`src/rtl/mem_port_if.sv`:
```
// One memory port: request fields flow master -> slave, grant and response flow back.
interface mem_port_if #(
    parameter int ADDR_W = 64,
    parameter int DATA_W = 64,
    parameter int STRB_W = DATA_W / 8
);
    logic              req;
    logic [ADDR_W-1:0] addr;
    logic              wen;
    logic [STRB_W-1:0] strb;
    logic [DATA_W-1:0] wdata;
    logic              gnt;
    logic              err;
    logic [DATA_W-1:0] rdata;

    modport master (output req, addr, wen, strb, wdata, input  gnt, err, rdata);
    modport slave  (input  req, addr, wen, strb, wdata, output gnt, err, rdata);
endinterface

```
`src/rtl/mem_if_arbiter.sv`:
```
// Round-robin merge of the fetch (imem) and data (dmem) ports onto one memory port,
// holding a stalled request stable until granted and steering responses back by port.
module mem_if_arbiter #(
    parameter int ADDR_W = 64,
    parameter int DATA_W = 64,
    parameter int STRB_W = DATA_W / 8
) (
    input  logic       g_clk,
    input  logic       g_reset,
    mem_port_if.slave  imem,
    mem_port_if.slave  dmem,
    mem_port_if.master mem
);
    typedef enum logic { UNLOCKED = 1'b0, LOCKED = 1'b1 } lock_state_e;
    typedef enum logic { PORT_I = 1'b0, PORT_D = 1'b1 } port_e;

    lock_state_e lock_state_q, lock_state_d;
    port_e       lock_id_q, lock_id_d;
    port_e       pri_q, pri_d;
    logic        rsp_v_q, rsp_v_d;
    port_e       rsp_id_q, rsp_id_d;

    port_e             sel;
    logic              req_act;
    logic              hit;
    logic [ADDR_W-1:0] sel_addr;
    logic              sel_wen;
    logic [STRB_W-1:0] sel_strb;
    logic [DATA_W-1:0] sel_wdata;

    // NOTE: every signal gets a default at the top of always_comb so no path infers a latch.
    always_comb begin
        sel     = pri_q;
        req_act = 1'b0;
        if (lock_state_q == LOCKED) begin
            sel     = lock_id_q;
            req_act = (lock_id_q == PORT_D) ? dmem.req : imem.req;
        end else if (imem.req && dmem.req) begin
            sel     = pri_q;
            req_act = 1'b1;
        end else if (dmem.req) begin
            sel     = PORT_D;
            req_act = 1'b1;
        end else if (imem.req) begin
            sel     = PORT_I;
            req_act = 1'b1;
        end
        // Reset must silence memory even while requestors keep their req high.
        if (g_reset) req_act = 1'b0;
        hit = req_act && mem.gnt;

        sel_addr  = '0;
        sel_wen   = 1'b0;
        sel_strb  = '0;
        sel_wdata = '0;
        if (req_act) begin
            sel_addr  = (sel == PORT_D) ? dmem.addr  : imem.addr;
            sel_wen   = (sel == PORT_D) ? dmem.wen   : imem.wen;
            sel_strb  = (sel == PORT_D) ? dmem.strb  : imem.strb;
            sel_wdata = (sel == PORT_D) ? dmem.wdata : imem.wdata;
        end

        lock_state_d = lock_state_q;
        lock_id_d    = lock_id_q;
        unique case (lock_state_q)
            UNLOCKED: if (req_act && !mem.gnt) begin
                lock_state_d = LOCKED;
                lock_id_d    = sel;
            end
            LOCKED:   if (!req_act || mem.gnt) lock_state_d = UNLOCKED;
            default:  lock_state_d = UNLOCKED;
        endcase

        pri_d    = hit ? port_e'(~sel) : pri_q;
        rsp_v_d  = hit;
        rsp_id_d = sel;
    end

    assign mem.req   = req_act;
    assign mem.addr  = sel_addr;
    assign mem.wen   = sel_wen;
    assign mem.strb  = sel_strb;
    assign mem.wdata = sel_wdata;

    assign imem.gnt   = hit && (sel == PORT_I);
    assign dmem.gnt   = hit && (sel == PORT_D);
    assign imem.err   = rsp_v_q && (rsp_id_q == PORT_I) && mem.err;
    assign dmem.err   = rsp_v_q && (rsp_id_q == PORT_D) && mem.err;
    assign imem.rdata = (rsp_v_q && rsp_id_q == PORT_I) ? mem.rdata : '0;
    assign dmem.rdata = (rsp_v_q && rsp_id_q == PORT_D) ? mem.rdata : '0;

    // NOTE: sequential state uses non-blocking assignments so every flop samples pre-edge values.
    always_ff @(posedge g_clk or posedge g_reset) begin
        if (g_reset) begin
            lock_state_q <= UNLOCKED;
            lock_id_q    <= PORT_I;
            pri_q        <= PORT_D;
            rsp_v_q      <= 1'b0;
            rsp_id_q     <= PORT_I;
        end else begin
            lock_state_q <= lock_state_d;
            lock_id_q    <= lock_id_d;
            pri_q        <= pri_d;
            rsp_v_q      <= rsp_v_d;
            rsp_id_q     <= rsp_id_d;
        end
    end
endmodule

```
`src/flat_wrapper.sv`:
```
// flat-port wrapper written by rule: the top's interface ports become plain ports
module mem_if_arbiter_flat 
#(
    parameter int ADDR_W = 64,
    parameter int DATA_W = 64,
    parameter int STRB_W = DATA_W / 8
)
  (g_clk, g_reset, imem_req, imem_addr, imem_wen, imem_strb, imem_wdata, imem_gnt, imem_err, imem_rdata, dmem_req, dmem_addr, dmem_wen, dmem_strb, dmem_wdata, dmem_gnt, dmem_err, dmem_rdata, mem_req, mem_addr, mem_wen, mem_strb, mem_wdata, mem_gnt, mem_err, mem_rdata);
  mem_port_if #(.ADDR_W(ADDR_W), .DATA_W(DATA_W), .STRB_W(STRB_W)) imem_i ();
  mem_port_if #(.ADDR_W(ADDR_W), .DATA_W(DATA_W), .STRB_W(STRB_W)) dmem_i ();
  mem_port_if #(.ADDR_W(ADDR_W), .DATA_W(DATA_W), .STRB_W(STRB_W)) mem_i ();
  input  logic g_clk;
  input  logic g_reset;
  input wire logic [$bits(imem_i.req)-1:0] imem_req;
  input wire logic [$bits(imem_i.addr)-1:0] imem_addr;
  input wire logic [$bits(imem_i.wen)-1:0] imem_wen;
  input wire logic [$bits(imem_i.strb)-1:0] imem_strb;
  input wire logic [$bits(imem_i.wdata)-1:0] imem_wdata;
  output wire logic [$bits(imem_i.gnt)-1:0] imem_gnt;
  output wire logic [$bits(imem_i.err)-1:0] imem_err;
  output wire logic [$bits(imem_i.rdata)-1:0] imem_rdata;
  input wire logic [$bits(dmem_i.req)-1:0] dmem_req;
  input wire logic [$bits(dmem_i.addr)-1:0] dmem_addr;
  input wire logic [$bits(dmem_i.wen)-1:0] dmem_wen;
  input wire logic [$bits(dmem_i.strb)-1:0] dmem_strb;
  input wire logic [$bits(dmem_i.wdata)-1:0] dmem_wdata;
  output wire logic [$bits(dmem_i.gnt)-1:0] dmem_gnt;
  output wire logic [$bits(dmem_i.err)-1:0] dmem_err;
  output wire logic [$bits(dmem_i.rdata)-1:0] dmem_rdata;
  output wire logic [$bits(mem_i.req)-1:0] mem_req;
  output wire logic [$bits(mem_i.addr)-1:0] mem_addr;
  output wire logic [$bits(mem_i.wen)-1:0] mem_wen;
  output wire logic [$bits(mem_i.strb)-1:0] mem_strb;
  output wire logic [$bits(mem_i.wdata)-1:0] mem_wdata;
  input wire logic [$bits(mem_i.gnt)-1:0] mem_gnt;
  input wire logic [$bits(mem_i.err)-1:0] mem_err;
  input wire logic [$bits(mem_i.rdata)-1:0] mem_rdata;
  assign imem_i.req = imem_req;
  assign imem_i.addr = imem_addr;
  assign imem_i.wen = imem_wen;
  assign imem_i.strb = imem_strb;
  assign imem_i.wdata = imem_wdata;
  assign imem_gnt = imem_i.gnt;
  assign imem_err = imem_i.err;
  assign imem_rdata = imem_i.rdata;
  assign dmem_i.req = dmem_req;
  assign dmem_i.addr = dmem_addr;
  assign dmem_i.wen = dmem_wen;
  assign dmem_i.strb = dmem_strb;
  assign dmem_i.wdata = dmem_wdata;
  assign dmem_gnt = dmem_i.gnt;
  assign dmem_err = dmem_i.err;
  assign dmem_rdata = dmem_i.rdata;
  assign mem_req = mem_i.req;
  assign mem_addr = mem_i.addr;
  assign mem_wen = mem_i.wen;
  assign mem_strb = mem_i.strb;
  assign mem_wdata = mem_i.wdata;
  assign mem_i.gnt = mem_gnt;
  assign mem_i.err = mem_err;
  assign mem_i.rdata = mem_rdata;
  mem_if_arbiter #(.ADDR_W(ADDR_W), .DATA_W(DATA_W), .STRB_W(STRB_W)) u_core (.g_clk(g_clk), .g_reset(g_reset), .imem(imem_i), .dmem(dmem_i), .mem(mem_i));
endmodule
```
`config.mk`:
```
export PLATFORM = sky130hd
export DESIGN_NAME = mem_if_arbiter_flat
export DESIGN_NICKNAME = d
export VERILOG_FILES = /design/src/rtl/mem_port_if.sv /design/src/rtl/mem_if_arbiter.sv /design/src/flat_wrapper.sv
export SDC_FILE = /design/constraint.sdc
export NUM_CORES = 1
export LEC_CHECK = 0
export BUFFER_PORTS_ARGS = -buffer_cell sky130_fd_sc_hd__buf_4
export CORE_AREA = 3 3 240 242
export CTS_CLUSTER_SIZE = 8
export DETAILED_ROUTE_END_ITERATION = 6
export DIE_AREA = 0 0 243 245
export PLACE_DENSITY = 0.3
export SLEW_MARGIN = 20
export SYNTH_ARGS = -nofsm -noshare
export SYNTH_HDL_FRONTEND = slang
export SYNTH_SLANG_ARGS = --single-unit
```
`constraint.sdc`:
```
create_clock -name g_clk -period 1.72 [get_ports g_clk]
set_input_delay 0.172 -clock g_clk [delete_from_list [all_inputs] [get_ports g_clk]]
set_output_delay 0.172 -clock g_clk [all_outputs]
set_load 0.05 [all_outputs]
```
* After elaboration in Yosys (flattened, before gate mapping)
Index checks and enable logic that the tools add are counted. Widths: inputs -> output; s select.
Word-level totals: register bits 5, bits of input ports 344, output and inout port bits 270, logic and storage cells 44
Operators by class: muxes and demuxes 23, bitwise operators 3, reduce and logical (&&, ||, !) cells 13
Operator list (count):
- $mux 64 | 6
- $mux 8 | 2
- $mux 1 | 14
- $logic_and 1x1->1 | 9
- $not 1->1 | 3
- $logic_not 1->1 | 2
- $pmux 1 s2 | 1
- $reduce_and 2->1 | 1
- $logic_or 1x1->1 | 1

* Depth between registers and ports, before layout
Gate-level depths: netlist (run 1).
word-level depth 9, gate-level depth with buffers 7, gate-level depth less buffers 5

* Least setup slack after synthesis (run 1)
No wires, ideal clock.
path type register to output, start point reg u_core.pri_q, end point out dmem_gnt, arrival 2.159 ns, data required time 1.548 ns, path slack -0.611 ns, stages on the path, launching flop included 6, buffers on the path 1, path through dfstp_2 > nor2b_1 > o211a_1 > buf_2 > nor2_1 > nor3_1
Between the ends: word-level cells in the longest chain between the ends 5
RTL lines:
- start: declaration | line mem_if_arbiter.sv:19 | port_e pri_q, pri_d;
- start signal: assignment | line mem_if_arbiter.sv:103 | pri_q <= pri_d;
- $mux 1 | line mem_if_arbiter.sv:44 | end else if (imem.req) begin
- $mux 1 | line mem_if_arbiter.sv:41 | end else if (dmem.req) begin
- $mux 1 * | line mem_if_arbiter.sv:38 | end else if (imem.req && dmem.req) begin
- $mux 1 * | line mem_if_arbiter.sv:35 | if (lock_state_q == LOCKED) begin
- $logic_and 1x1->1 * | line mem_if_arbiter.sv:86 | assign dmem.gnt = hit && (sel == PORT_D);
- end: declaration | line flat_wrapper.sv:27 | output wire logic [$bits(dmem_i.gnt)-1:0] dmem_gnt;
Every way passes the cells marked *; elsewhere a longest branch is shown, timed or not.

* Worst setup path in the final report (run 1)
start point reg u_core.lock_state_q, end point out mem_wdata[1]
Between the ends: word-level cells in the longest chain between the ends 3, elaborated cells between the ends (all ways) 5, those cells by class 5 x mux
RTL lines:
- start: declaration | line mem_if_arbiter.sv:17 | lock_state_e lock_state_q, lock_state_d;
- start signal: assignment | line mem_if_arbiter.sv:101 | lock_state_q <= lock_state_d;
- $mux 1 | line mem_if_arbiter.sv:35
- $mux 64 or $mux 1 (tied branches) | line mem_if_arbiter.sv:60, mem_if_arbiter.sv:49
- $mux 64 * | line mem_if_arbiter.sv:56 | if (req_act) begin
- end: declaration | line flat_wrapper.sv:34 | output wire logic [$bits(mem_i.wdata)-1:0] mem_wdata;
Marks and branches as above.

==> flow_results.xml, run 1 <==
<?xml version="1.0" encoding="UTF-8"?>
<metrics>
  <group name="status">
    <metric name="status" unit="">finished, violations left</metric>
    <metric name="failed_checks" unit="">negative setup slack</metric>
  </group>
  <group name="worst_setup_path">
    <metric name="worst_path_largest_cell_delay" unit="ns">0.45</metric>
    <metric name="worst_ep_arrival_time" unit="ns">2.05</metric>
    <metric name="cpMaxStageDelayCell" unit="">sky130_fd_sc_hd__or3_4</metric>
    <metric name="worstSetupStartpointType" unit="">flip-flop</metric>
    <metric name="crit_fanout" unit="">13</metric>
    <metric name="crit_path_cell_trace" unit="">and3b_1, or3_4, buf_12, buf_4, a21oi_1, buf_4</metric>
    <metric name="critical-path-top-cell-by-count" unit="">sky130_fd_sc_hd__buf_4</metric>
    <metric name="timing.reg2reg.setup_slack" unit="ns">-0.02</metric>
    <metric name="critical_path_class" unit="">flip-flop to primary output</metric>
    <metric name="worst-endpoint-required" unit="ns">1.55</metric>
    <metric name="crit_path_end_kind" unit="">primary output</metric>
  </group>
  <group name="grt">
    <metric name="grt_pass1_wl" unit="microns">55790</metric>
    <metric name="maximum_number_of_pins_on_one_net_before_global_route_repair" unit="">66</metric>
    <metric name="vias_in_the_first_global_route" unit="">8259</metric>
    <metric name="globalRouteOverflowTotal" unit="">0</metric>
    <metric name="antenna_found_initial" unit="">8</metric>
    <metric name="track_usage" unit="%">12.40</metric>
  </group>
  <group name="yosys">
    <metric name="synth.top_cell.area_share" unit="%">19.53</metric>
    <metric name="synth_edf_count" unit="">0</metric>
    <metric name="synthDistinctLibCells" unit="">24</metric>
    <metric name="synth_largest_area_cell" unit="">sky130_fd_sc_hd__a21oi_1</metric>
    <metric name="post_synth.cell_area_avg" unit="sq um">5.293</metric>
    <metric name="yosysMostFrequentCell" unit="">sky130_fd_sc_hd__a21oi_1</metric>
    <metric name="ys_ff_latch" unit="">5</metric>
    <metric name="synthTopCellsByCount" unit="">sky130_fd_sc_hd__a21oi_1, sky130_fd_sc_hd__nand3_1, sky130_fd_sc_hd__o21ai_0</metric>
    <metric name="yosys_warnings" unit="">0</metric>
    <metric name="synthFlopType" unit="">sky130_fd_sc_hd__dfrtp_1</metric>
    <metric name="synth_area" unit="sq um">3536</metric>
    <metric name="synth_top_cells_by_area" unit="">sky130_fd_sc_hd__a21oi_1, sky130_fd_sc_hd__nand3_1, sky130_fd_sc_hd__o21ai_0</metric>
    <metric name="post_synth_arst_share" unit="%">100.0</metric>
    <metric name="syn-num-nets" unit="">1012</metric>
    <metric name="netlist_instances" unit="">668</metric>
    <metric name="yosysSeqAreaShare" unit="%">3.574</metric>
  </group>
  <group name="clock_tree">
    <metric name="clock_insertion_delay_worst_skew" unit="ns">0.23</metric>
    <metric name="number_of_clock_sinks" unit="">5</metric>
    <metric name="clk_path_buf_depth" unit="">2</metric>
    <metric name="cts.reportedPaths.clkPinSlew" unit="ns">0.03</metric>
    <metric name="cts-buffers-inserted" unit="">3</metric>
    <metric name="tritoncts" unit="">yes</metric>
    <metric name="cts_htree_levels" unit="">1</metric>
    <metric name="clk_root_buffer_cell" unit="">sky130_fd_sc_hd__clkbuf_16</metric>
  </group>
  <group name="worst_hold_path">
    <metric name="hold_path.class" unit="">primary input to flip-flop</metric>
  </group>
  <group name="power_and_ir_drop">
    <metric name="power.share.combinational" unit="%">93.4</metric>
    <metric name="swShare" unit="%">55.07</metric>
    <metric name="p_total" unit="mW">8.398</metric>
    <metric name="p_switching" unit="mW">4.625</metric>
    <metric name="clockPowerShare" unit="%">4.5</metric>
    <metric name="pwr-share-seq" unit="%">2.0</metric>
    <metric name="peakVddDrop" unit="mV">0.3049</metric>
    <metric name="power.static_leakage" unit="nW">5.758</metric>
    <metric name="intPower" unit="mW">3.773</metric>
    <metric name="total_power_divided_by_cell_area" unit="nW/um^2">664.3</metric>
  </group>
  <group name="die">
    <metric name="floorplan.die.width" unit="microns">243</metric>
    <metric name="core_area" unit="sq um">55310</metric>
    <metric name="chipHeight" unit="microns">245</metric>
    <metric name="initial_utilization" unit="%">6.393</metric>
    <metric name="total_number_of_placement_rows" unit="">86</metric>
    <metric name="num_io_pins" unit="">614</metric>
    <metric name="die_outline_area" unit="sq um">59540</metric>
  </group>
  <group name="placed_design">
    <metric name="gp_congestion" unit="">0.9190</metric>
    <metric name="post-dp-hpwl" unit="microns">31560</metric>
    <metric name="port-buffer-count" unit="">613</metric>
  </group>
  <group name="cells_and_area">
    <metric name="drive_gt1_share" unit="%">71.26</metric>
    <metric name="finish.net_count" unit="">1667</metric>
    <metric name="fin_util" unit="%">22.86</metric>
    <metric name="synthToLayoutAreaGrowth" unit="%">257.5</metric>
    <metric name="n_fill_cell" unit="">6252</metric>
  </group>
  <group name="flow_run">
    <metric name="timing.max_cap.violations" unit="">0</metric>
  </group>
  <group name="sta">
    <metric name="post_route_worst_hold_slack" unit="ns">0.1237</metric>
    <metric name="post-route-worst-setup-slack" unit="ns">-0.5022</metric>
    <metric name="number_of_setup_violations_in_the_final_report" unit="">141</metric>
    <metric name="worstMarginPinSlew" unit="ns">0.3316</metric>
    <metric name="final_period_minus_worst_setup_slack" unit="ns">2.222</metric>
    <metric name="slew_headroom" unit="%">77.66</metric>
    <metric name="max_freq" unit="GHz">0.4500</metric>
    <metric name="finalCritPeriodShare" unit="%">129.2</metric>
    <metric name="number_of_failing_hold_endpoints_at_the_final_stage" unit="">0</metric>
    <metric name="finalClockSkew" unit="ns">0.0005216</metric>
    <metric name="rsz0062_at_grt" unit="">yes</metric>
    <metric name="maxSlewViolCount" unit="">0</metric>
  </group>
  <group name="route">
    <metric name="drt_iter0_markers" unit="">224</metric>
    <metric name="post_drt_wl_per_cell" unit="microns">19.88</metric>
    <metric name="detailedRoute.firstPassIterationCount" unit="">4</metric>
    <metric name="routed-via-count" unit="">7931</metric>
    <metric name="wirelength" unit="microns">41200</metric>
    <metric name="drc" unit="">0</metric>
    <metric name="antenna_violating_nets_post_route" unit="">0</metric>
    <metric name="avgViaCountPerCell" unit="">3.828</metric>
  </group>
</metrics>
==> flip-flops by register name (all words and copies together), names as in the netlist <==
signal	cells
u_core.pri_q	1
u_core.lock_id_q	1
u_core.lock_state_q	1
u_core.rsp_id_q	1
u_core.rsp_v_q	1
==> timing repair <==
action | CTS | global route
hold buffers | 1 | 0
gates cloned | 6 | 10
endpoints found under the hold margin | 4 | 0
buffers inserted | 14 | 18
setup endpoints to repair | 141 | 141
pin swaps | 17 | 73
resized for setup | 218 | 218
==> worst paths after layout <==
check,startpoint,endpoint,cells after the start
worst max-delay path,u_core.lock_state_q,mem_wdata[1],6
worst min-delay path,mem_gnt,u_core.lock_state_q,2
worst max register to register,u_core.pri_q,u_core.pri_q,7
worst min register to register,u_core.pri_q,u_core.pri_q,1
max in group asynchronous,g_reset,u_core.pri_q,3
min in group asynchronous,g_reset,u_core.rsp_v_q,3
==> logic make-up (layout without fill, tap and decap cells) <==
group	after synthesis	count (layout)	share of synthesized area [%]
multiplexers	1	1	0.3184
AND/OR/NAND/NOR	283	283	44.90
flip-flops	5	5	3.574
other	0	2	0
AO/OA/AOI/OAI	278	278	39.70
buffers and inverters	101	755	11.50
==> metrics by stage <==
stage / setup WS [ns] / setup TNS (ns) / instance area, sq um / std cells
final: -0.5022 / -59.74 / 12640 / 2072
after global routing: -0.5617 / -69.30 / 12640 / 2072
after CTS: -0.5066 / -59.72 / 11470 / 2044
after detailed placement: -0.3221 / -29.08 / 10410 / 2019
after global placement: -0.3622 / -30.10 / 10410 / 2019
after floorplan: -0.5544 / -47.91 / 4313 / 668
==> final cells by class <==
type	instances	area [sq um]	area share, %
repair buffers	747	7059	55.84
multi-input cells	562	4422	34.98
well taps	748	935.9	7.403
flip-flops and latches	5	126.4	0.9996
clock buffers	4	78.83	0.6235
inverters	4	15.01	0.1188
diodes	2	5.005	0.03959
==> metal layers <==
layer  routed length, microns  vias to the layer above  share of wire (%)  GRT usage, %
met5                       13                        -              0.032             0
met2                    22090                      396                 54         24.18
met4                      816                        2                2.0         2.548
met3                     2959                       40                7.2         3.299
met1                    15320                     3759                 37         13.31
li1                         -                     3734                  -             -
==> power by group through the flow <==
| stage | logic (mW) | clock network, mW | registers [mW] |
|---|---|---|---|
| floorplan | 3.70 | 0 | 0.162 |
| global placement | 6.19 | 0 | 0.172 |
| detailed placement | 6.15 | 0 | 0.172 |
| CTS | 7.12 | 0.387 | 0.172 |
| global route | 8.28 | 0.402 | 0.176 |
| finish | 7.85 | 0.379 | 0.172 |
==> cells in the final DEF, fill, tap and decap left out, drive strengths merged <==
cell         instances
a21oi              138
a32o                 1
and2                66
and3                65
and3b                1
buf                737
clkbuf              13
dfrtp                4
dfstp                1
diode                2
dlygate4sd3          1
inv                  4
mux2                 1
nand2                2
nand2b               2
nand3              137
nor2                 3
nor2b                2
nor3                 3
o211a                1
o211ai               1
o21ai              137
or3                  1
or3b                 1
==> worst max-delay path: cells and delay by family (launching register included) <==
| family | cells | cell delay [ns] |
|---|---|---|
| flip-flops | 1 | 0.42 |
| AND/OR/NAND/NOR | 2 | 0.65 |
| AO/OA/AOI/OAI | 1 | 0.13 |
| buffers and inverters | 3 | 0.60 |
No activity file was read; power rests on OpenSTA's default activity.
==> run 2, diff against run 1 <==
- CTS_BUF_LIST: unset -> sky130_fd_sc_hd__clkbuf_4 sky130_fd_sc_hd__clkbuf_8
==> run 2 against run 1 <==
Net effect: the run still ends with negative setup slack left; non-clock buffer count unchanged; worst setup slack improved by 0.014 ns; combinational power about the same; clock power decreased by 39%; global-route usage about the same; critical endpoint unchanged.
==> flow_results.xml, run 2 (same netlist as run 1, synthesis figures left out) <==
<?xml version="1.0" encoding="UTF-8"?>
<metrics>
  <group name="sta">
    <metric name="rsz0062_at_grt" unit="">yes</metric>
    <metric name="slew_headroom" unit="%">77.66</metric>
    <metric name="worstMarginPinSlew" unit="ns">0.3316</metric>
    <metric name="finalCritPeriodShare" unit="%">128.4</metric>
    <metric name="final_period_minus_worst_setup_slack" unit="ns">2.208</metric>
    <metric name="max_freq" unit="GHz">0.4528</metric>
    <metric name="maxSlewViolCount" unit="">0</metric>
    <metric name="number_of_failing_hold_endpoints_at_the_final_stage" unit="">0</metric>
    <metric name="post-route-worst-setup-slack" unit="ns">-0.4882</metric>
    <metric name="finalClockSkew" unit="ns">0.001640</metric>
    <metric name="number_of_setup_violations_in_the_final_report" unit="">141</metric>
  </group>
  <group name="worst_setup_path">
    <metric name="worst_path_largest_cell_delay" unit="ns">0.44</metric>
    <metric name="crit_fanout" unit="">13</metric>
    <metric name="worst_setup_path_startpoint" unit="">u_core.lock_state_q</metric>
    <metric name="number_of_cells_on_the_worst_reg_to_reg_path" unit="">7</metric>
    <metric name="rr_endpoint" unit="">u_core.pri_q</metric>
    <metric name="r2r_path_start" unit="">u_core.pri_q</metric>
    <metric name="critical_path_class" unit="">flip-flop to primary output</metric>
    <metric name="cpMaxStageDelayCell" unit="">sky130_fd_sc_hd__or3_4</metric>
    <metric name="worst-endpoint-required" unit="ns">1.55</metric>
    <metric name="cp_top_family" unit="">simple AND/OR/NAND/NOR gates</metric>
    <metric name="critical-path-top-cell-by-count" unit="">sky130_fd_sc_hd__buf_4</metric>
    <metric name="crit_path_cell_trace" unit="">and3b_1, or3_4, buf_12, buf_4, a21oi_1, buf_4</metric>
    <metric name="worstSetupStartpointType" unit="">flip-flop</metric>
    <metric name="worst_ep_arrival_time" unit="ns">2.04</metric>
    <metric name="crit_path_end_kind" unit="">primary output</metric>
    <metric name="timing.critical_path.buf_inv" unit="">3</metric>
    <metric name="timing.reg2reg.setup_slack" unit="ns">-0.02</metric>
  </group>
  <group name="placed_design">
    <metric name="port-buffer-count" unit="">613</metric>
    <metric name="postPlaceCellArea" unit="sq um">10410</metric>
    <metric name="post-dp-hpwl" unit="microns">31560</metric>
    <metric name="gp_congestion" unit="">0.9190</metric>
  </group>
  <group name="clock_tree">
    <metric name="clk_path_buf_depth" unit="">2</metric>
    <metric name="tritoncts" unit="">yes</metric>
    <metric name="cts.reportedPaths.clkPinSlew" unit="ns">0.03</metric>
    <metric name="cts_htree_levels" unit="">1</metric>
    <metric name="clock_insertion_delay_worst_skew" unit="ns">0.22</metric>
    <metric name="clk_root_buffer_cell" unit="">sky130_fd_sc_hd__clkbuf_8</metric>
    <metric name="number_of_clock_sinks" unit="">5</metric>
    <metric name="cts-buffers-inserted" unit="">3</metric>
  </group>
  <group name="grt">
    <metric name="vias_in_the_first_global_route" unit="">8255</metric>
    <metric name="grt_pass1_wl" unit="microns">55760</metric>
    <metric name="track_usage" unit="%">12.39</metric>
    <metric name="maximum_number_of_pins_on_one_net_before_global_route_repair" unit="">66</metric>
    <metric name="antenna_found_initial" unit="">8</metric>
    <metric name="globalRouteOverflowTotal" unit="">0</metric>
  </group>
  <group name="worst_hold_path">
    <metric name="hold_path_startpoint" unit="">mem_gnt</metric>
    <metric name="hold_path.class" unit="">primary input to flip-flop</metric>
    <metric name="hold-path-cell-count" unit="">2</metric>
    <metric name="hold_end" unit="">u_core.lock_state_q</metric>
  </group>
  <group name="die">
    <metric name="floorplan.die.width" unit="microns">243</metric>
    <metric name="total_number_of_placement_rows" unit="">86</metric>
    <metric name="die_outline_area" unit="sq um">59540</metric>
    <metric name="chipHeight" unit="microns">245</metric>
    <metric name="num_io_pins" unit="">614</metric>
    <metric name="initial_utilization" unit="%">6.393</metric>
    <metric name="core_area" unit="sq um">55310</metric>
  </group>
  <group name="power_and_ir_drop">
    <metric name="clockPowerShare" unit="%">2.8</metric>
    <metric name="p_total" unit="mW">8.247</metric>
    <metric name="peakVddDrop" unit="mV">0.2774</metric>
    <metric name="power.static_leakage" unit="nW">5.746</metric>
    <metric name="intPower" unit="mW">3.641</metric>
    <metric name="swShare" unit="%">55.85</metric>
    <metric name="total_power_divided_by_cell_area" unit="nW/um^2">653.9</metric>
    <metric name="pwr-share-seq" unit="%">2.1</metric>
    <metric name="p_switching" unit="mW">4.606</metric>
    <metric name="power.share.combinational" unit="%">95.1</metric>
  </group>
  <group name="cells_and_area">
    <metric name="n_fill_cell" unit="">6256</metric>
    <metric name="layout_common_cells" unit="">sky130_fd_sc_hd__buf_4, sky130_fd_sc_hd__nand3_1, sky130_fd_sc_hd__buf_6</metric>
    <metric name="layout.cells.most_common" unit="">sky130_fd_sc_hd__buf_4</metric>
    <metric name="synthToLayoutAreaGrowth" unit="%">256.7</metric>
    <metric name="finish.net_count" unit="">1667</metric>
    <metric name="drive_gt1_share" unit="%">71.33</metric>
    <metric name="final_design_area_no_fill" unit="sq um">12610</metric>
  </group>
  <group name="route">
    <metric name="routed-via-count" unit="">7915</metric>
    <metric name="antenna_violating_nets_post_route" unit="">0</metric>
    <metric name="post_drt_wl_per_cell" unit="microns">19.88</metric>
    <metric name="drc" unit="">0</metric>
    <metric name="drt_iter0_markers" unit="">219</metric>
    <metric name="wirelength" unit="microns">41180</metric>
    <metric name="detailedRoute.firstPassIterationCount" unit="">4</metric>
    <metric name="avgViaCountPerCell" unit="">3.820</metric>
  </group>
  <group name="status">
    <metric name="status" unit="">finished, violations left</metric>
    <metric name="failed_checks" unit="">negative setup slack</metric>
  </group>
  <group name="flow_run">
    <metric name="timing.max_cap.violations" unit="">0</metric>
  </group>
</metrics>
[run 2: cell counts in the layout (fill, tap and decap cells not counted)]
No cell type changed its count.
[run 2: area by class of cell]
class	count	area (sq um)	area share, %
antenna	2	5.005	0.03968
clock buffer	4	48.80	0.3869
inverter	4	15.01	0.1190
multi-input combinational	562	4422	35.06
sequential	5	126.4	1.002
tap	748	935.9	7.421
timing repair buffer	747	7059	55.97
[run 2: worst reg2reg max path, delay by kind of cell (launching register included)]
family,cells,cell delay [ns]
AO/OA/AOI/OAI,1,0.23
buffers and inverters,3,0.43
flip-flops,1,0.53
multiplexers,1,0.25
AND/OR/NAND/NOR,2,0.23
[run 2: power groups by stage]
stage	Sequential [mW]	Combinational (mW)	Clock [mW]
5_1_grt	0.176	8.28	0.249
6_report	0.172	7.84	0.231
2_1_floorplan	0.162	3.70	0
3_5_place_dp	0.172	6.15	0
4_1_cts	0.172	7.12	0.240
3_3_place_gp	0.172	6.19	0
[run 2: through the flow]
stage	hold slack, ns	worst slack, ns	setup TNS, ns	util, %	instances
6_report	0.1303	-0.4882	-58.00	22.80	2072
3_5_place_dp	0.1271	-0.3221	-29.08	18.81	2019
5_1_grt	0.1372	-0.5585	-68.86	22.80	2072
4_1_cts	0.1297	-0.5038	-59.33	20.69	2044
2_1_floorplan	-0.05021	-0.5544	-47.91	-	668
3_3_place_gp	0.1323	-0.3622	-30.10	18.81	2019
[run 2: worst max-delay path by stage]
stage                     cells past startpoint       endpoint
after CTS                                     8  mem_wdata[28]
after global routing                          7  mem_wdata[22]
final                                         6   mem_wdata[1]
after detailed placement                      7  mem_wdata[28]
after global placement                        7  mem_wdata[28]
after floorplan                               6   mem_addr[52]
[run 2: repair_timing]
| item | in CTS | in global routing |
|---|---|---|
| hold endpoints to repair | 4 | 0 |
| hold buffers | 1 | 0 |
| cloned | 6 | 10 |
| setup endpoints to repair | 141 | 141 |
| gates resized for setup | 218 | 218 |
| buffers inserted | 14 | 18 |
| pin swaps | 17 | 73 |
[run 2: per-layer routing]
| metal | track usage (%) | share of wire [%] |
|---|---|---|
| met1 | 13.30 | 37 |
| met2 | 24.17 | 54 |
| met3 | 3.299 | 7.2 |
| met4 | 2.548 | 2.0 |
| met5 | 0 | 0.032 |
==> run 3, diff against run 2 <==
- REMOVE_ABC_BUFFERS: unset -> 1
==> run 3 against run 2 <==
Net effect: the run still ends with negative setup slack left; clock power rose by 6%; non-clock buffer count rose by 5; routed wire length rose by 7.2%; sequential share of layout area barely moved; critical path type unchanged; utilization rose by 0.054 points; register-to-register slack improved by 0.06 ns; clock skew fell by 0.0012 ns; die area did not move; sequential power barely moved.
==> flow_results.xml, run 3 (same netlist as run 1, synthesis figures left out) <==
<?xml version="1.0" encoding="UTF-8"?>
<metrics>
  <group name="status">
    <metric name="status" unit="">finished, violations left</metric>
    <metric name="failed_checks" unit="">negative setup slack</metric>
  </group>
  <group name="worst_hold_path">
    <metric name="hold_path_startpoint" unit="">mem_gnt</metric>
    <metric name="hold_path.class" unit="">primary input to flip-flop</metric>
  </group>
  <group name="grt">
    <metric name="grt_pass1_wl" unit="microns">59280</metric>
    <metric name="track_usage" unit="%">13.30</metric>
    <metric name="globalRouteOverflowTotal" unit="">0</metric>
    <metric name="maximum_number_of_pins_on_one_net_before_global_route_repair" unit="">66</metric>
    <metric name="antenna_found_initial" unit="">1</metric>
    <metric name="vias_in_the_first_global_route" unit="">8382</metric>
  </group>
  <group name="die">
    <metric name="num_io_pins" unit="">614</metric>
    <metric name="chipHeight" unit="microns">245</metric>
    <metric name="core_area" unit="sq um">55310</metric>
    <metric name="initial_utilization" unit="%">6.393</metric>
    <metric name="total_number_of_placement_rows" unit="">86</metric>
    <metric name="die_outline_area" unit="sq um">59540</metric>
    <metric name="floorplan.die.width" unit="microns">243</metric>
  </group>
  <group name="cells_and_area">
    <metric name="n_fill_cell" unit="">6235</metric>
    <metric name="seq_cell_area" unit="sq um">127.6</metric>
    <metric name="finish.net_count" unit="">1672</metric>
    <metric name="antenna_cells_inserted" unit="">0</metric>
    <metric name="layout.cells.most_common" unit="">sky130_fd_sc_hd__buf_4</metric>
    <metric name="fin_util" unit="%">22.86</metric>
    <metric name="multi_input_comb_area" unit="sq um">4207</metric>
    <metric name="drive_gt1_share" unit="%">71.29</metric>
    <metric name="synthToLayoutAreaGrowth" unit="%">257.5</metric>
    <metric name="layout_common_cells" unit="">sky130_fd_sc_hd__buf_4, sky130_fd_sc_hd__buf_6, sky130_fd_sc_hd__nand3_1</metric>
    <metric name="layout.cells.non_filler" unit="">2075</metric>
  </group>
  <group name="sta">
    <metric name="rsz0062_at_grt" unit="">yes</metric>
    <metric name="post-route-worst-setup-slack" unit="ns">-0.5129</metric>
    <metric name="worstMarginPinSlew" unit="ns">0.3522</metric>
    <metric name="number_of_setup_violations_in_the_final_report" unit="">140</metric>
    <metric name="finalCritPeriodShare" unit="%">129.8</metric>
    <metric name="number_of_failing_hold_endpoints_at_the_final_stage" unit="">0</metric>
    <metric name="finalClockSkew" unit="ns">0.0004669</metric>
    <metric name="max_freq" unit="GHz">0.4478</metric>
    <metric name="maxSlewViolCount" unit="">0</metric>
    <metric name="final_period_minus_worst_setup_slack" unit="ns">2.233</metric>
    <metric name="slew_headroom" unit="%">76.27</metric>
    <metric name="post_route_worst_hold_slack" unit="ns">0.1137</metric>
  </group>
  <group name="power_and_ir_drop">
    <metric name="clockPowerShare" unit="%">2.9</metric>
    <metric name="intPower" unit="mW">3.803</metric>
    <metric name="p_total" unit="mW">8.484</metric>
    <metric name="total_power_divided_by_cell_area" unit="nW/um^2">671.1</metric>
    <metric name="peakVddDrop" unit="mV">0.2410</metric>
    <metric name="power.share.combinational" unit="%">95.1</metric>
    <metric name="power.static_leakage" unit="nW">5.866</metric>
    <metric name="pwr-share-seq" unit="%">2.1</metric>
    <metric name="p_switching" unit="mW">4.680</metric>
    <metric name="swShare" unit="%">55.17</metric>
  </group>
  <group name="worst_setup_path">
    <metric name="cp_top_family" unit="">simple AND/OR/NAND/NOR gates</metric>
    <metric name="crit_fanout" unit="">9</metric>
    <metric name="worst_path_largest_cell_delay" unit="ns">0.49</metric>
    <metric name="worst_ep_arrival_time" unit="ns">2.06</metric>
    <metric name="worst_setup_path_startpoint" unit="">u_core.lock_state_q</metric>
    <metric name="crit_path_cell_trace" unit="">and3b_1, or3_4, buf_12, buf_8, a21oi_1, buf_4</metric>
    <metric name="r2r_path_start" unit="">u_core.lock_state_q</metric>
    <metric name="worst-endpoint-required" unit="ns">1.55</metric>
    <metric name="crit_path_end_kind" unit="">primary output</metric>
    <metric name="worstSetupStartpointType" unit="">flip-flop</metric>
    <metric name="timing.critical_path.buf_inv" unit="">3</metric>
    <metric name="cpMaxStageDelayCell" unit="">sky130_fd_sc_hd__or3_4</metric>
    <metric name="critical_path_class" unit="">flip-flop to primary output</metric>
  </group>
  <group name="route">
    <metric name="routed-via-count" unit="">7958</metric>
    <metric name="antenna_violating_nets_post_route" unit="">0</metric>
    <metric name="drc" unit="">0</metric>
    <metric name="wirelength" unit="microns">44140</metric>
    <metric name="detailedRoute.firstPassIterationCount" unit="">4</metric>
    <metric name="drt_iter0_markers" unit="">209</metric>
    <metric name="avgViaCountPerCell" unit="">3.835</metric>
    <metric name="post_drt_wl_per_cell" unit="microns">21.27</metric>
  </group>
  <group name="placed_design">
    <metric name="place_worst_setup_slack" unit="ns">-0.4094</metric>
    <metric name="post-dp-hpwl" unit="microns">32740</metric>
    <metric name="gp_congestion" unit="">0.9563</metric>
    <metric name="place.detailed.instances" unit="">2020</metric>
    <metric name="port-buffer-count" unit="">613</metric>
  </group>
  <group name="clock_tree">
    <metric name="cts-buffers-inserted" unit="">3</metric>
    <metric name="tritoncts" unit="">yes</metric>
    <metric name="clk_root_buffer_cell" unit="">sky130_fd_sc_hd__clkbuf_8</metric>
    <metric name="cts.reportedPaths.clkPinSlew" unit="ns">0.04</metric>
    <metric name="clk_path_buf_depth" unit="">2</metric>
    <metric name="number_of_clock_sinks" unit="">5</metric>
    <metric name="cts_htree_levels" unit="">1</metric>
    <metric name="clock_insertion_delay_worst_skew" unit="ns">0.23</metric>
  </group>
  <group name="flow_run">
    <metric name="timing.max_cap.violations" unit="">0</metric>
  </group>
</metrics>
## run 3: cell count changes in the layout (fill, tap and decap cells not counted), moves of 9 or more
cell                      change
sky130_fd_sc_hd__a21oi_4     -35
sky130_fd_sc_hd__nand3_1     -35
sky130_fd_sc_hd__a21oi_2     +31
sky130_fd_sc_hd__o21ai_2     -30
sky130_fd_sc_hd__o21ai_1     +28
sky130_fd_sc_hd__nand3_2     +25
sky130_fd_sc_hd__buf_6       +19
sky130_fd_sc_hd__buf_4       -17
sky130_fd_sc_hd__nand3_4     +10
sky130_fd_sc_hd__buf_8        -9
sky130_fd_sc_hd__o21ai_0      +9
## run 3: metrics by stage
stage / setup TNS [ns] / cell area, sq um
after floorplan: -762.84 / 3144
after global placement: -36.38 / 9706
after detailed placement: -38.15 / 9706
after CTS: -64.43 / 11760
after global routing: -68.57 / 12640
final: -61.03 / 12640
## run 3: power by group through the flow
stage	Sequential, mW	Clock, mW	Combinational (mW)
global route	0.179	0.259	8.48
CTS	0.175	0.250	7.64
global placement	0.171	0	5.80
detailed placement	0.173	0	5.75
finish	0.175	0.244	8.06
floorplan	0.213	0	3.06
## run 3: layout make-up
cell class / count / area share (%)
clock buffer: 4 / 0.3860
inverter: 4 / 0.1584
multi-input combinational: 562 / 33.27
timing repair buffer: 752 / 57.77
sequential: 5 / 1.010
tap: 748 / 7.403
## run 3: worst paths after layout
kind / end / slack [ns] / cells past startpoint
max in group asynchronous: u_core.pri_q / 1.04 / 3
worst max register to register: u_core.pri_q / 0.04 / 5
worst max-delay path: mem_addr[34] / -0.51 / 6
min in group asynchronous: u_core.lock_state_q / 0.43 / 3
worst min register to register: u_core.pri_q / 0.63 / 1
worst min-delay path: u_core.lock_state_q / 0.11 / 2
## run 3: routing by layer
| metal | routed length [microns] | GRT usage, % |
|---|---|---|
| met5 | 0 | 0 |
| met4 | 813 | 2.531 |
| met3 | 3390 | 3.441 |
| met2 | 23600 | 26.18 |
| met1 | 16340 | 14.22 |
## run 3: timing repair
action | 4_1_cts | 5_1_grt
gates resized for setup | 381 | 182
endpoints found under the hold margin | 4 | 0
setup buffers | 17 | 14
endpoints found under the setup margin | 199 | 168
cloned | 18 | 8
hold buffers | 1 | 0
pin swaps | 65 | 68
